==> src/rtl/adder_arbiter.sv <==
// Round-robin front end that shares one registered adder
// between NUM_REQ requesters using valid/ready handshakes.
module adder_arbiter #(
  parameter int NUM_REQ = 4,
  parameter int WIDTH   = 8
) (
  input  logic                       clk,
  input  logic                       rst_n,
  input  logic [NUM_REQ-1:0]         req_valid,
  input  logic [NUM_REQ*WIDTH-1:0]   req_a,
  input  logic [NUM_REQ*WIDTH-1:0]   req_b,
  output logic [NUM_REQ-1:0]         req_ready,
  output logic [NUM_REQ-1:0]         rsp_valid,
  output logic [WIDTH:0]             rsp_c,
  input  logic [NUM_REQ-1:0]         rsp_ready,
  output logic [WIDTH-1:0]           add_a,
  output logic [WIDTH-1:0]           add_b,
  input  logic [WIDTH:0]             add_c,
  output logic                       busy
);

  localparam int IW = (NUM_REQ > 1) ? $clog2(NUM_REQ) : 1;
  localparam logic [NUM_REQ-1:0] ONE = NUM_REQ'(1);
  localparam logic [IW:0] NREQ = (IW+1)'(NUM_REQ);

  typedef enum logic [1:0] {
    IDLE,
    ISSUE,
    CAPTURE,
    RESP
  } state_t;

  state_t state;
  state_t state_next;

  logic [IW-1:0] grant;
  logic [IW-1:0] last_grant;
  logic [IW-1:0] win;
  logic          win_ok;
  logic [IW:0]   cand;
  logic          accept;
  logic          done;

  // pick the first valid requester after last_grant, wrapping
  always_comb begin
    win    = last_grant;
    win_ok = 1'b0;
    cand   = '0;
    for (int k = 1; k <= NUM_REQ; k++) begin
      cand = {1'b0, last_grant} + (IW+1)'(k);
      if (cand >= NREQ)
        cand = cand - NREQ;
      if (!win_ok && req_valid[cand[IW-1:0]]) begin
        win    = cand[IW-1:0];
        win_ok = 1'b1;
      end
    end
  end

  // state register
  always_ff @(posedge clk or negedge rst_n) begin
    if (!rst_n)
      state <= IDLE;
    else
      state <= state_next;
  end

  // next state, accept strobe and busy flag
  always_comb begin
    state_next = state;
    req_ready  = '0;
    busy       = 1'b1;
    accept     = 1'b0;
    done       = 1'b0;
    unique case (state)
      IDLE: begin
        busy = 1'b0;
        if (win_ok && rst_n) begin
          req_ready  = ONE << win;
          accept     = 1'b1;
          state_next = ISSUE;
        end
      end
      ISSUE:   state_next = CAPTURE;
      CAPTURE: state_next = RESP;
      RESP: begin
        if (rsp_ready[grant]) begin
          done       = 1'b1;
          state_next = IDLE;
        end
      end
      default: state_next = IDLE;
    endcase
  end

  // operand latch, result capture and response bookkeeping
  always_ff @(posedge clk or negedge rst_n) begin
    if (!rst_n) begin
      add_a      <= '0;
      add_b      <= '0;
      rsp_c      <= '0;
      rsp_valid  <= '0;
      grant      <= '0;
      last_grant <= IW'(NUM_REQ - 1);
    end else begin
      if (accept) begin
        add_a <= req_a[win*WIDTH +: WIDTH];
        add_b <= req_b[win*WIDTH +: WIDTH];
        grant <= win;
      end
      if (state == CAPTURE) begin
        rsp_c     <= add_c;
        rsp_valid <= ONE << grant;
      end
      if (done) begin
        rsp_valid  <= '0;
        last_grant <= grant;
      end
    end
  end

endmodule
==> config.mk <==
export PLATFORM = sky130hd
export DESIGN_NAME = adder_arbiter
export DESIGN_NICKNAME = d
export VERILOG_FILES = /design/src/rtl/adder_arbiter.sv
export SDC_FILE = /design/constraint.sdc
export NUM_CORES = 1
export LEC_CHECK = 0
export ABC_CLOCK_PERIOD_IN_PS = 5450
export CAP_MARGIN = 20
export CELL_PAD_IN_SITES_DETAIL_PLACEMENT = 2
export CELL_PAD_IN_SITES_GLOBAL_PLACEMENT = 2
export CORE_ASPECT_RATIO = 1.25
export CORE_UTILIZATION = 24
export DETAILED_ROUTE_END_ITERATION = 8
export PLACE_DENSITY_LB_ADDON = 0.1
export REMOVE_ABC_BUFFERS = 1
export SETUP_SLACK_MARGIN = 0.3
export SYNTH_ARGS = -nofsm -noshare
export SYNTH_HDL_FRONTEND = slang
export SYNTH_SLANG_ARGS = --single-unit
==> constraint.sdc <==
create_clock -name clk -period 5.45 [get_ports clk]
set_input_delay 1.09 -clock clk [delete_from_list [all_inputs] [get_ports clk]]
set_output_delay 1.09 -clock clk [all_outputs]
set_load 0.03 [all_outputs]
==> impl_metrics.csv <==
group,metric,value,unit
power_and_ir_drop,pwr-share-comb,0.578,
clock_network,clock_sinks,35,
routing,wl,6648,um
clock_network,postCtsSetupBuffers,0,
synthesis,synth_area,2081,um2
synthesis,synth_cells,181,
grt,grt_overflow,0,
clock_network,path_clk_slew,80,ps
synthesis,synth_flop_cell,"dfrtp_1",
grt,gr-usage-met3,0.05202,
worst_setup_path,rrSetupSlack,3150,ps
placed_design,dp_hpwl,5215,um
clock_network,cts_tree,"done",
timing,worst_pin_slew,727.1,ps
synthesis,seq_area_frac_synth,0.4221,
synthesis,ys.warnings.count,0,
synthesis,synth_cell_types,41,
clock_network,cts_resized,0,
clock_network,cts_made_buffers,5,
synthesis,synthTopCellsByArea,"dfrtp_1 (40%), mux2i_1 (16%), o221ai_2 (5.8%), mux2_2 (5.4%), nand2_1 (3.6%)",
clock_network,h-tree-depth,2,
final_layout,layoutNonFillerInstCount,396,
routing,firstDrtPassIters,3,
placed_design,routabilityCongestion,0.7020,
clock_network,clk_path_buf_depth,2,
power_and_ir_drop,p_sw_frac,0.4127,
die,dieArea,9048,um2
final_layout,drive_above_1_share,0.1472,
worst_setup_path,r2r-start,"last_grant[0]",
power_and_ir_drop,power.internal,1.056,mW
final_layout,final_net_count,384,
grt,grt_pass1_wl,10930,um
timing,period_share,0.8303,
timing,slew_viol_final,0,
die,ios,117,
die,initial_core_util,0.2497,
worst_setup_path,end_kind,"output pin",
worst_setup_path,crit_type,"in -> out",
die,rows,37,
synthesis,ys_ff_latch,35,
routing,vias,1921,
timing,grt_setup_unrepaired,"no",
synthesis,synth_mux_area_frac,0.2291,
synthesis,synth-edff-count,0,
worst_setup_path,rr_worst_depth,7,
synthesis,avgSynthCellArea,11.50,um2
synthesis,async_flop_share,1.000,
clock_network,worstSkewPairLatency,280,ps
timing,finalHoldViolCount,0,
flow_run,maxCapViolations,0,
timing,skew,7.162,ps
synthesis,yosysTopAreaCell,"dfrtp_1",
worst_setup_path,cp_max_fo,9,
placed_design,placed_cells_incl_taps,388,
clock_network,ctsHoldBuffers,0,
die,die_y,106.1,um
timing,fmax,221.0,MHz
synthesis,netlist.area_leader.share,0.3969,
grt,grt_pass1_vias,2209,
synthesis,synth_compound_area_frac,0.1636,
timing,setup_tns,0,ps
grt,track_usage,0.1556,
power_and_ir_drop,ir_drop,0.0001704,V
power_and_ir_drop,clkPwrFrac,0.158,
synthesis,yosys.area_share.simple,0.09802,
synthesis,synthAdderAreaFrac,0.01804,
grt,grt_max_degree,37,
power_and_ir_drop,p_switching,0.7418,mW
grt,antenna_found_initial,0,
grt,grtUsageMet2,0.2915,
worst_setup_path,reg2reg_to,"add_a[3]",
worst_setup_path,worstSetupStartpointType,"input pin",
worst_setup_path,cp_data_arrival_time,3440,ps
final_layout,final_common_cell,"clkdlybuf4s50_1",
placed_design,port_buffers,116,
power_and_ir_drop,p_leak,1.430,nW
final_layout,antenna-diode-count,0,
power_and_ir_drop,powerDensity,523.0,nW/um2
timing,finalSetupViolations,0,
timing,max_slew_margin,0.5153,
synthesis,synth_top_family_by_area,"multiplexers",
routing,drt-initial-drc-count,16,
final_layout,ff_latch_area,878.3,um2
routing,wl_per_cell,16.79,um
final_layout,multiInputGateArea,1070,um2
worst_setup_path,cp.required,4360,ps
routing,ant_nets,0,
routing,routed_via_density,4.851,
die,die-width,85.28,um
grt,use_met1,0.1687,
grt,top_usage_layer,"met2",
final_layout,fillCellCount,889,
run_status,status,"complete, no violations",
hold_path,hp-class,"reg -> reg",
timing,fin_crit,4525,ps
worst_setup_path,setup.worst_path.start,"req_valid[3]",
final_layout,area_delta_synth_final,65.18,%
power_and_ir_drop,power_frac_seq,0.265,
synthesis,synthXorXnorAreaFrac,0,
worst_setup_path,critPathCapture,"req_ready[2]",
die,design.core.area,8333,um2
timing,whs,494.0,ps
clock_network,clockRootBuffer,"clkbuf_8",
routing,drc_errors,0,
final_layout,layout_common_cells,"clkdlybuf4s50_1 (115), mux2i_1 (33), dfrtp_1 (33), nand2_1 (20), mux2_2 (10)",
==> registers in the layout, summed over array words and instances, names as in the netlist <==
register / count
rsp_c: 9
add_a: 8
add_b: 8
rsp_valid: 4
grant: 2
last_grant: 2
state: 2
==> cells in the mapped netlist (all sizes together) (2+ instances only) <==
library cell	number
a21oi	6
buf	12
dfrtp	33
dfstp	2
ha	3
inv	6
mux2	11
mux2i	33
nand2	21
nand2b	5
nand3	3
nor2	8
o21ai	5
o221ai	16
==> cell families after synthesis <==
group                      after synthesis
muxes                                   45
and+or+nand+nor                         42
AOI/OAI and AO/OA                       37
DFF                                     35
buffers and inverters                   19
adders and majority gates                3
==> power groups by stage <==
stage          combinational, mW  sequential (mW)  clock, mW
6_report                    1.04            0.476      0.283
5_1_grt                     1.12            0.497      0.301
4_1_cts                     1.06            0.480      0.292
3_5_place_dp                1.06            0.483          0
3_3_place_gp                1.05            0.477          0
2_1_floorplan              0.460            0.662          0
==> worst max-delay path, stage by stage <==
cell and delay (ps):
clkdlybuf4s50_1 540, or4_4 600, nand3_2 140, a211o_1 200
buf_4 210, nor2_1 60, clkdlybuf4s50_1 590
==> area by class of cell <==
| cell class | count | area share |
|---|---|---|
| Timing Repair Buffer | 123 | 0.3517 |
| Multi-Input combinational cell | 127 | 0.3112 |
| Sequential cell | 35 | 0.2556 |
| Tap cell | 97 | 0.03531 |
| Clock buffer | 5 | 0.02002 |
| Clock inverter | 3 | 0.01966 |
| Inverter | 6 | 0.006553 |
==> metal layers <==
metal / up-vias / share of wire
met5: - / 0
met4: 0 / 0.0054
met3: 2 / 0.075
met2: 70 / 0.54
met1: 952 / 0.38
li1: 897 / -
==> through the flow <==
step	util	area, um2	setup slack, ps	total power, mW
detailed placement	0.3961	3301	905.4	1.544
global placement	0.3961	3301	932.8	1.524
floorplan	-	1959	296.4	1.122
CTS	0.4125	3437	901.7	1.835
finish	0.4125	3437	924.8	1.798
global route	0.4125	3437	804.1	1.922
==> worst min path at each step <==
stage | start | end | slack [ps] | cells after the start
floorplan | state[0] | state[0] | 500 | 1
global placement | add_b[1] | add_b[1] | 470 | 2
detailed placement | add_a[6] | add_a[6] | 480 | 2
CTS | add_b[1] | add_b[1] | 500 | 2
global route | add_a[6] | add_a[6] | 520 | 2
finish | add_a[6] | add_a[6] | 490 | 2
Note: power is estimated with default switching activity, not from simulation.
